$ cat config.mk
export PLATFORM = sky130hd
export DESIGN_NAME = vmem_arbiter_flat
export DESIGN_NICKNAME = d
export VERILOG_FILES = /design/src/rtl/vmem_arbiter_if.sv /design/src/rtl/vmem_arbiter.sv /design/src/flat_wrapper.sv
export SDC_FILE = /design/constraint.sdc
export NUM_CORES = 1
export LEC_CHECK = 0
export ABC_CLOCK_PERIOD_IN_PS = 3600
export BUFFER_PORTS_ARGS = -buffer_cell sky130_fd_sc_hd__buf_2
export CAP_MARGIN = 20
export CORE_AREA = 10 10 626 628
export DETAILED_ROUTE_END_ITERATION = 12
export DIE_AREA = 0 0 636 638
export SLEW_MARGIN = 20
export SYNTH_ARGS = -nofsm -noshare
export SYNTH_HDL_FRONTEND = slang
export SYNTH_SLANG_ARGS = --single-unit
$ cat constraint.sdc
create_clock -name clk -period 3.6 [get_ports clk]
set_input_delay 0.18 -clock clk [delete_from_list [all_inputs] [get_ports clk]]
set_output_delay 0.18 -clock clk [all_outputs]
set_load 0.1 [all_outputs]
$ cat src/rtl/vmem_arbiter_if.sv
// Requester channel of the vector data memory arbiter: one instance per requester.
// Bus beats are the only payload; the arbiter owns the memory port itself.
interface vmem_arbiter_if #(
    parameter int LANES = 16,
    parameter int DW    = 16,
    parameter int AW    = 16,
    parameter int LENW  = 4
);
    // Handshake: req rises with wr/addr/len stable and stays high until done pulses;
    // wd holds the current write beat until wd_ack, rd is new only while rd_valid.
    logic                  req;
    logic                  wr;
    logic [AW-1:0]         addr;
    logic [LENW-1:0]       len;
    logic [LANES*DW-1:0]   wd;
    logic                  wd_ack;
    logic [LANES*DW-1:0]   rd;
    logic                  rd_valid;
    logic                  done;

    modport master (
        output req, wr, addr, len, wd,
        input  wd_ack, rd, rd_valid, done
    );

    modport slave (
        input  req, wr, addr, len, wd,
        output wd_ack, rd, rd_valid, done
    );
endinterface

$ cat src/rtl/vmem_arbiter.sv
// Round-robin arbiter and burst sequencer sharing one vector data memory port
// between two requesters; bursts of len+1 full-width beats, one per cycle.
module vmem_arbiter #(
    parameter int LANES  = 16,
    parameter int DW     = 16,
    parameter int AW     = 16,
    parameter int STRIDE = 16,
    parameter int LENW   = 4
) (
    input  logic                clk,
    input  logic                rst_n,
    vmem_arbiter_if.slave       r0,
    vmem_arbiter_if.slave       r1,
    output logic                mem_we,
    output logic [AW-1:0]       mem_a,
    output logic [LANES*DW-1:0] mem_wd,
    input  logic [LANES*DW-1:0] mem_rd,
    output logic                busy,
    output logic [1:0]          dbg_state
);
    localparam int W = LANES * DW;
    localparam logic [AW-1:0] STEP = AW'(STRIDE);

    typedef enum logic [1:0] {IDLE = 2'd0, XFER = 2'd1, DONE = 2'd2} state_t;

    state_t          state;
    logic            owner;
    logic            last_grant;
    logic            wr_q;
    logic [LENW-1:0] beats_left;
    logic [AW-1:0]   cur_addr;
    logic            mem_we_q;
    logic [1:0]      wd_ack_q;
    logic [1:0]      rd_valid_q;
    logic [1:0]      done_q;
    logic [W-1:0]    rd0_q;
    logic [W-1:0]    rd1_q;

    logic            grant_any;
    logic            grant_sel;
    logic            sel_wr;
    logic [AW-1:0]   sel_addr;
    logic [LENW-1:0] sel_len;

    // With both requesting, the one not granted last time wins.
    always_comb begin
        grant_any = r0.req | r1.req;
        grant_sel = 1'b0;
        if (r0.req && r1.req) begin
            grant_sel = ~last_grant;
        end else begin
            grant_sel = r1.req;
        end
        sel_wr   = grant_sel ? r1.wr   : r0.wr;
        sel_addr = grant_sel ? r1.addr : r0.addr;
        sel_len  = grant_sel ? r1.len  : r0.len;
    end

    always_ff @(posedge clk or negedge rst_n) begin
        if (!rst_n) begin
            state      <= IDLE;
            owner      <= 1'b0;
            last_grant <= 1'b1;
            wr_q       <= 1'b0;
            beats_left <= '0;
            cur_addr   <= '0;
            mem_we_q   <= 1'b0;
            wd_ack_q   <= 2'b00;
            rd_valid_q <= 2'b00;
            done_q     <= 2'b00;
            rd0_q      <= '0;
            rd1_q      <= '0;
        end else begin
            rd_valid_q <= 2'b00;
            done_q     <= 2'b00;
            case (state)
                IDLE: begin
                    if (grant_any) begin
                        state      <= XFER;
                        owner      <= grant_sel;
                        last_grant <= grant_sel;
                        wr_q       <= sel_wr;
                        cur_addr   <= sel_addr;
                        beats_left <= sel_len;
                        mem_we_q   <= sel_wr;
                        wd_ack_q   <= sel_wr ? (grant_sel ? 2'b10 : 2'b01) : 2'b00;
                    end
                end
                XFER: begin
                    cur_addr   <= cur_addr + STEP;
                    beats_left <= beats_left - 1'b1;
                    if (!wr_q) begin
                        if (owner) rd1_q <= mem_rd;
                        else       rd0_q <= mem_rd;
                        rd_valid_q[owner] <= 1'b1;
                    end
                    // Last beat: address returns to 0 so DONE and IDLE present a quiet bus.
                    if (beats_left == '0) begin
                        state         <= DONE;
                        cur_addr      <= '0;
                        mem_we_q      <= 1'b0;
                        wd_ack_q      <= 2'b00;
                        done_q[owner] <= 1'b1;
                    end
                end
                DONE: begin
                    state <= IDLE;
                end
                default: begin
                    state <= IDLE;
                end
            endcase
        end
    end

    assign mem_we    = mem_we_q;
    assign mem_a     = cur_addr;
    assign mem_wd    = mem_we_q ? (owner ? r1.wd : r0.wd) : '0;
    assign busy      = (state != IDLE);
    assign dbg_state = state;

    assign r0.wd_ack   = wd_ack_q[0];
    assign r1.wd_ack   = wd_ack_q[1];
    assign r0.rd_valid = rd_valid_q[0];
    assign r1.rd_valid = rd_valid_q[1];
    assign r0.done     = done_q[0];
    assign r1.done     = done_q[1];
    assign r0.rd       = rd0_q;
    assign r1.rd       = rd1_q;
endmodule
$ cat src/flat_wrapper.sv
// flat-port wrapper written by rule: the top's interface ports become plain ports
module vmem_arbiter_flat 
#(
    parameter int LANES  = 16,
    parameter int DW     = 16,
    parameter int AW     = 16,
    parameter int STRIDE = 16,
    parameter int LENW   = 4
)
  (clk, rst_n, mem_we, mem_a, mem_wd, mem_rd, busy, dbg_state, r0_req, r0_wr, r0_addr, r0_len, r0_wd, r0_wd_ack, r0_rd, r0_rd_valid, r0_done, r1_req, r1_wr, r1_addr, r1_len, r1_wd, r1_wd_ack, r1_rd, r1_rd_valid, r1_done);
  vmem_arbiter_if #(.LANES(LANES), .DW(DW), .AW(AW), .LENW(LENW)) r0_i ();
  vmem_arbiter_if #(.LANES(LANES), .DW(DW), .AW(AW), .LENW(LENW)) r1_i ();
  input  logic clk;
  input  logic rst_n;
  output logic mem_we;
  output logic [AW-1:0] mem_a;
  output logic [LANES*DW-1:0] mem_wd;
  input  logic [LANES*DW-1:0] mem_rd;
  output logic busy;
  output logic [1:0] dbg_state;
  input wire logic [$bits(r0_i.req)-1:0] r0_req;
  input wire logic [$bits(r0_i.wr)-1:0] r0_wr;
  input wire logic [$bits(r0_i.addr)-1:0] r0_addr;
  input wire logic [$bits(r0_i.len)-1:0] r0_len;
  input wire logic [$bits(r0_i.wd)-1:0] r0_wd;
  output wire logic [$bits(r0_i.wd_ack)-1:0] r0_wd_ack;
  output wire logic [$bits(r0_i.rd)-1:0] r0_rd;
  output wire logic [$bits(r0_i.rd_valid)-1:0] r0_rd_valid;
  output wire logic [$bits(r0_i.done)-1:0] r0_done;
  input wire logic [$bits(r1_i.req)-1:0] r1_req;
  input wire logic [$bits(r1_i.wr)-1:0] r1_wr;
  input wire logic [$bits(r1_i.addr)-1:0] r1_addr;
  input wire logic [$bits(r1_i.len)-1:0] r1_len;
  input wire logic [$bits(r1_i.wd)-1:0] r1_wd;
  output wire logic [$bits(r1_i.wd_ack)-1:0] r1_wd_ack;
  output wire logic [$bits(r1_i.rd)-1:0] r1_rd;
  output wire logic [$bits(r1_i.rd_valid)-1:0] r1_rd_valid;
  output wire logic [$bits(r1_i.done)-1:0] r1_done;
  assign r0_i.req = r0_req;
  assign r0_i.wr = r0_wr;
  assign r0_i.addr = r0_addr;
  assign r0_i.len = r0_len;
  assign r0_i.wd = r0_wd;
  assign r0_wd_ack = r0_i.wd_ack;
  assign r0_rd = r0_i.rd;
  assign r0_rd_valid = r0_i.rd_valid;
  assign r0_done = r0_i.done;
  assign r1_i.req = r1_req;
  assign r1_i.wr = r1_wr;
  assign r1_i.addr = r1_addr;
  assign r1_i.len = r1_len;
  assign r1_i.wd = r1_wd;
  assign r1_wd_ack = r1_i.wd_ack;
  assign r1_rd = r1_i.rd;
  assign r1_rd_valid = r1_i.rd_valid;
  assign r1_done = r1_i.done;
  vmem_arbiter #(.LANES(LANES), .DW(DW), .AW(AW), .STRIDE(STRIDE), .LENW(LENW)) u_core (.clk(clk), .rst_n(rst_n), .r0(r0_i), .r1(r1_i), .mem_we(mem_we), .mem_a(mem_a), .mem_wd(mem_wd), .mem_rd(mem_rd), .busy(busy), .dbg_state(dbg_state));
endmodule
==> flow_metrics.tcl, run 1 <==
set metrics [dict create \
    postRouteAntennaNets 0 \
    post_cts_buffers 0 \
    firstDrtPassIters 5 \
    dieWidth_um 636 \
    slowest_delay_ns 0.75 \
    grt_max_degree 101 \
    max_slew.worst_pin.slew_ns 1.11 \
    fmax_mhz 299 \
    synth_edf_count 0 \
    critPathCaptureType "output port" \
    rows 226 \
    slowest_stage "mux2i_1" \
    nFillCells 43306 \
    io_buffers 1607 \
    drt_iter0_drc 1987 \
    synth_flop_cell "dfrtp_1" \
    required_ns 3.42 \
    synth.distinct_cells 48 \
    synth.top_cells.by_count "dfrtp_1, mux2_2, mux2i_1" \
    synthTopCellsByArea "dfrtp_1, mux2_2, mux2i_1" \
    cts_tree "yes" \
    antenna_found_initial 238 \
    regToRegEndpoint "u_core.r1.rd[143]$_DFFE_PN0P_" \
    cp_num_cells 4 \
    synthToLayoutAreaGrowth_pct 79.6 \
    overflow 0 \
    grt_first_pass_wirelength_mm 327 \
    r2r-start "u_core.dbg_state[1]$_DFFE_PN0P_" \
    synth-async-reset-ratio 1.00 \
    cp_top_family "buffers and inverters" \
    io_pins 1608 \
    startpoint "u_core.owner$_DFFE_PN0P_" \
    drc_errors 0 \
    wl_per_cell_um 30.0 \
    drv_cap 0 \
    syn-num-nets 2654 \
    synth_area_per_cell_um2 13.7 \
    synth_cells 1838 \
    synth_top_cell_by_area "dfrtp_1" \
    syn-cell-area_mm2 0.0253 \
    die_h_um 638 \
    ys_warn_count 0 \
    cts_hold_buf 301 \
    track_usage 0.126 \
    postCtsResizedCells 0 \
    final.min_clock_period_ns 3.35 \
    vias 25478 \
    ys_seq_elements 544 \
    r2r_cells 5 \
    cts_max_level 2 \
    drive_above_1_share 0.544 \
    hp-class "input port to flop" \
    rsz0062_at_grt "no" \
    final_nets 4556 \
    crit_path_start_kind "flop" \
    drv_slew 0 \
    fp.dieArea_mm2 0.406 \
    cp.buffers_inverters 2 \
    clk_pin_slew_ns 0.07 \
    place_hpwl_mm 246 \
    clk_latency_ns 0.71 \
    crit_end "mem_wd[26]" \
    initial_core_util 0.0668 \
    grt_pass1_vias 25223 \
    status "complete, no violations" \
    avgViaCountPerCell 2.82 \
    clockBufferDepth 3 \
    cts_root_buf "clkbuf_16" \
    crit_fanout 64 \
    synth_most_common_cell "dfrtp_1" \
    hold_viol 0 \
    worstSetupPathType "flop to output port" \
    yosysTopAreaCellShare 0.538 \
    gp_congestion 1.07 \
    ys_seq_area_frac 0.539 \
    fin_tns_setup_ns 0 \
    coreArea_mm2 0.378 \
    cts_sinks 544 \
    post-route-period-util 0.930 \
    cts_buffers 59 \
    fin_skew_ns 0.0427 \
    arrival_ns 3.17 \
    relSlewSlack 0.268 \
    path_cells "buf_12, mux2i_1, nor2b_1, buf_2" \
    postRouteWirelength_mm 271 \
    rrSetupSlack_ns 1.07 \
    setup_viol 0 \
]
[worst min path at each step]
| stage | start | to | slack, ns | cells past startpoint |
|---|---|---|---|---|
| detailed placement | rst_n | u_core.r0.rd[135]$_DFFE_PN0P_ | 0.33 | 1 |
| global route | r1_req | u_core.wd_ack_q[1]$_DFFE_PN0P_ | 0.07 | 4 |
| finish | r1_req | u_core.wd_ack_q[1]$_DFFE_PN0P_ | 0.1 | 4 |
| global placement | rst_n | u_core.r0.rd[135]$_DFFE_PN0P_ | 0.33 | 1 |
| CTS | r1_req | u_core.wd_ack_q[1]$_DFFE_PN0P_ | 0.02 | 4 |
| floorplan | rst_n | u_core.beats_left[0]$_DFFE_PN0P_ | -0.12 | 0 |
[cell families after synthesis]
kind of cell,after synthesis,synth area share
DFF,544,0.539
xor gates and xnor gates,1,0.000347
muxes,786,0.337
and+or+nand+nor,325,0.0775
AOI/OAI and AO/OA,51,0.0139
buffers and inverters,129,0.0316
adders and majority gates,2,0.000990
[cell usage in the layout (no fill, tap or decap), types with 5 or more instances in the layout]
cell type / count
buf_4: 42
clkinv_2: 15
clkbuf_1: 7
mux2_2: 284
nand3_1: 9
nand2_1: 19
o221ai_1: 6
bufinv_16: 7
clkbuf_16: 60
buf_2: 1588
o21ai_0: 12
mux2_1: 229
clkinvlp_4: 6
diode_2: 229
a21oi_1: 5
clkbuf_8: 9
inv_1: 6
dfrtp_1: 541
nor3_1: 11
mux2i_1: 273
nor2_1: 11
nor2b_1: 257
buf_12: 32
dlygate4sd3_1: 301
a31oi_1: 5
[registers in the layout, indices dropped and copies added (netlist names)]
register	cells
u_core.rd_valid_q	2
u_core.done_q	2
u_core.wd_ack_q	2
u_core.wr_q	1
u_core.dbg_state	2
u_core.r0.rd	256
u_core.owner	1
u_core.mem_we	1
u_core.beats_left	4
u_core.mem_a	16
u_core.r1.rd	256
u_core.last_grant	1
[layout make-up]
cell class,count,area (um^2),area share
clock buffers,76,1650,0.0364
flip-flops and latches,544,13600,0.300
well taps,5016,6280,0.138
repair buffers,1964,11900,0.263
diodes,229,573,0.0126
multi-input cells,1165,10900,0.239
inverters,6,22.5,0.000496
clock inverters,36,447,0.00984
[metal layers]
layer / track usage / vias to the layer above / share of wire
li1: - / 10581 / -
met1: 0.114 / 12643 / 0.30
met2: 0.237 / 1595 / 0.53
met3: 0.0613 / 567 / 0.12
met4: 0.0554 / 92 / 0.049
met5: 0 / - / 0.0024
[per-stage QoR]
step / cell area (um^2) / worst slack [ns] / std cells / util / hold slack [ns]
after global routing: 45300 / 0.236 / 9004 / 0.120 / 0.0701
after global placement: 39700 / 1.06 / 8394 / 0.105 / 0.330
after detailed placement: 39700 / 1.06 / 8394 / 0.105 / 0.327
after CTS: 44800 / 0.279 / 8807 / 0.118 / 0.0240
after floorplan: 25300 / 0.545 / 1838 / - / -0.116
final: 45400 / 0.252 / 9036 / 0.120 / 0.0963
[worst reg2reg max path: cells and delay by family, from the launching register on]
kind | cells | cell delay (ns)
mux | 1 | 0.62
flops | 1 | 0.47
buf+inv | 2 | 0.60
simple gates | 2 | 0.70
Power of run 1 is left out: the tool's default activity adds up to more than one toggle a clock period on the data nets, which glitch-free logic cannot reach.
==> run 2: changes to the inputs <==
Settings changed: RECOVER_POWER from default to 50.
==> run 2 against run 1 <==
The flow now finishes with violations (capacitance limit, slew limit). Highest routed layer unchanged. Critical path depth up 2. Hold slack worse by 0.015 ns. Routed wire length up 0.13%. Utilization down 0.14 points. Setup slack better by 0.038 ns. Design area down 1.2%. Critical path type unchanged. Non-clock buffer count unchanged. Clock skew up 0.0041 ns. Via count down 0.12%. Maximum frequency up 1.2%.
==> flow_metrics.tcl, run 2 (synthesis gave the netlist of run 1 again) <==
set metrics [dict create \
    drv_cap 12 \
    initial_core_util 0.0668 \
    place_hpwl_mm 246 \
    clk_latency_ns 0.73 \
    track_usage 0.126 \
    violations "capacitance limit, slew limit" \
    worstSetupPathType "flop to output port" \
    cp.buffers_inverters 4 \
    wl_per_cell_um 30.1 \
    hold_viol 0 \
    postRouteWirelength_mm 272 \
    cts_root_buf "clkbuf_16" \
    crit_path_frequent_cell "buf_12" \
    required_ns 3.42 \
    post-place-ws_ns 1.06 \
    layout_common_cells "buf_2, dfrtp_1, clkbuf_1" \
    grt_pass1_vias 25223 \
    postRouteAntennaNets 0 \
    slowest_stage "dfrtp_4" \
    setup_viol 0 \
    hp-class "input port to flop" \
    arrival_ns 3.13 \
    met1_length_mm 83.0 \
    cts_sinks 544 \
    io_buffers 1607 \
    final_nets 4556 \
    overflow 0 \
    path_cells "buf_12, buf_12, buf_12, mux2i_1, nor2b_1, buf_2" \
    drt_iter0_drc 1866 \
    drc_errors 0 \
    cts_tree "yes" \
    rsz0062_at_grt "no" \
    layout_setup_ws_ns 0.290 \
    clockBufferDepth 3 \
    synthToLayoutAreaGrowth_pct 77.5 \
    fp.dieArea_mm2 0.406 \
    cts_max_level 2 \
    post-route-period-util 0.919 \
    slowest_delay_ns 0.69 \
    rows 226 \
    final.min_clock_period_ns 3.31 \
    die_h_um 638 \
    vias 25448 \
    critPathCaptureType "output port" \
    final_common_cell "buf_2" \
    clk_pin_slew_ns 0.07 \
    antenna_found_initial 238 \
    drv_slew 90 \
    dieWidth_um 636 \
    grt_first_pass_wirelength_mm 327 \
    avgViaCountPerCell 2.82 \
    fin_tns_setup_ns 0 \
    hold_slack_ns 0.0813 \
    multi_input_area_mm2 0.0108 \
    nFillCells 43515 \
    status "finished with violations" \
    met3_length_mm 31.3 \
    drive_above_1_share 0.440 \
    wl_met2_mm 144 \
    coreArea_mm2 0.378 \
    gp_congestion 1.07 \
    crit_path_start_kind "flop" \
    cts_buffers 59 \
    relSlewSlack -0.909 \
    fmax_mhz 302 \
    crit_fanout 28 \
    postCtsResizedCells 0 \
    max_slew.worst_pin.slew_ns 2.86 \
    firstDrtPassIters 5 \
    cp_top_family "buffers and inverters" \
    fin_skew_ns 0.0468 \
    highest_layer "met5" \
    grt_max_degree 101 \
    seqCellArea_mm2 0.0136 \
    io_pins 1608 \
]
run 2: through the flow:
step / utilization / area (um^2) / cells
after floorplan: - / 25300 / 1838
after global placement: 0.105 / 39700 / 8394
after detailed placement: 0.105 / 39700 / 8394
after CTS: 0.118 / 44800 / 8807
after global routing: 0.118 / 44800 / 9004
final: 0.119 / 44900 / 9036
run 2: worst min-delay path: cells and delay by family:
kind                   cells  cell delay (ns)
AO/OA/AOI/OAI              2             0.28
AND/OR/NAND/NOR            1             0.12
buffers and inverters      1             0.13
run 2: what timing repair did:
item,CTS,global route
setup buffers,0,0
hold buffers,301,0
hold endpoints to repair,608,0
run 2: per-layer routing:
layer,vias up,GRT usage
li1,10574,-
met1,12629,0.114
met2,1592,0.237
met3,559,0.0613
met4,94,0.0554
met5,-,0
run 2: path summary, 6_finish.rpt:
check | start | to | slack, ns | depth (start not counted)
worst min register to register | u_core.mem_a[0]$_DFFE_PN0P_ | u_core.mem_a[0]$_DFFE_PN0P_ | 0.48 | 1
worst min-delay path | r1_req | u_core.wd_ack_q[1]$_DFFE_PN0P_ | 0.08 | 4
min in group asynchronous | rst_n | u_core.r1.rd[67]$_DFFE_PN0P_ | 0.94 | 2
max in group asynchronous | rst_n | u_core.r1.rd[158]$_DFFE_PN0P_ | 0.72 | 3
worst max-delay path | u_core.owner$_DFFE_PN0P_ | mem_wd[236] | 0.29 | 6
worst max register to register | u_core.last_grant$_DFFE_PN1P_ | u_core.mem_a[13]$_DFFE_PN0P_ | 0.86 | 5
run 2: layout make-up:
cell class                 count  share of cell area
antenna                      229              0.0128
clock buffer                  76              0.0368
clock inverter                36             0.00996
inverter                       6            0.000502
multi-input combinational   1165               0.242
sequential                   544               0.304
tap                         5016               0.140
timing repair buffer        1964               0.254
Power of run 2 is left out for the same reason.
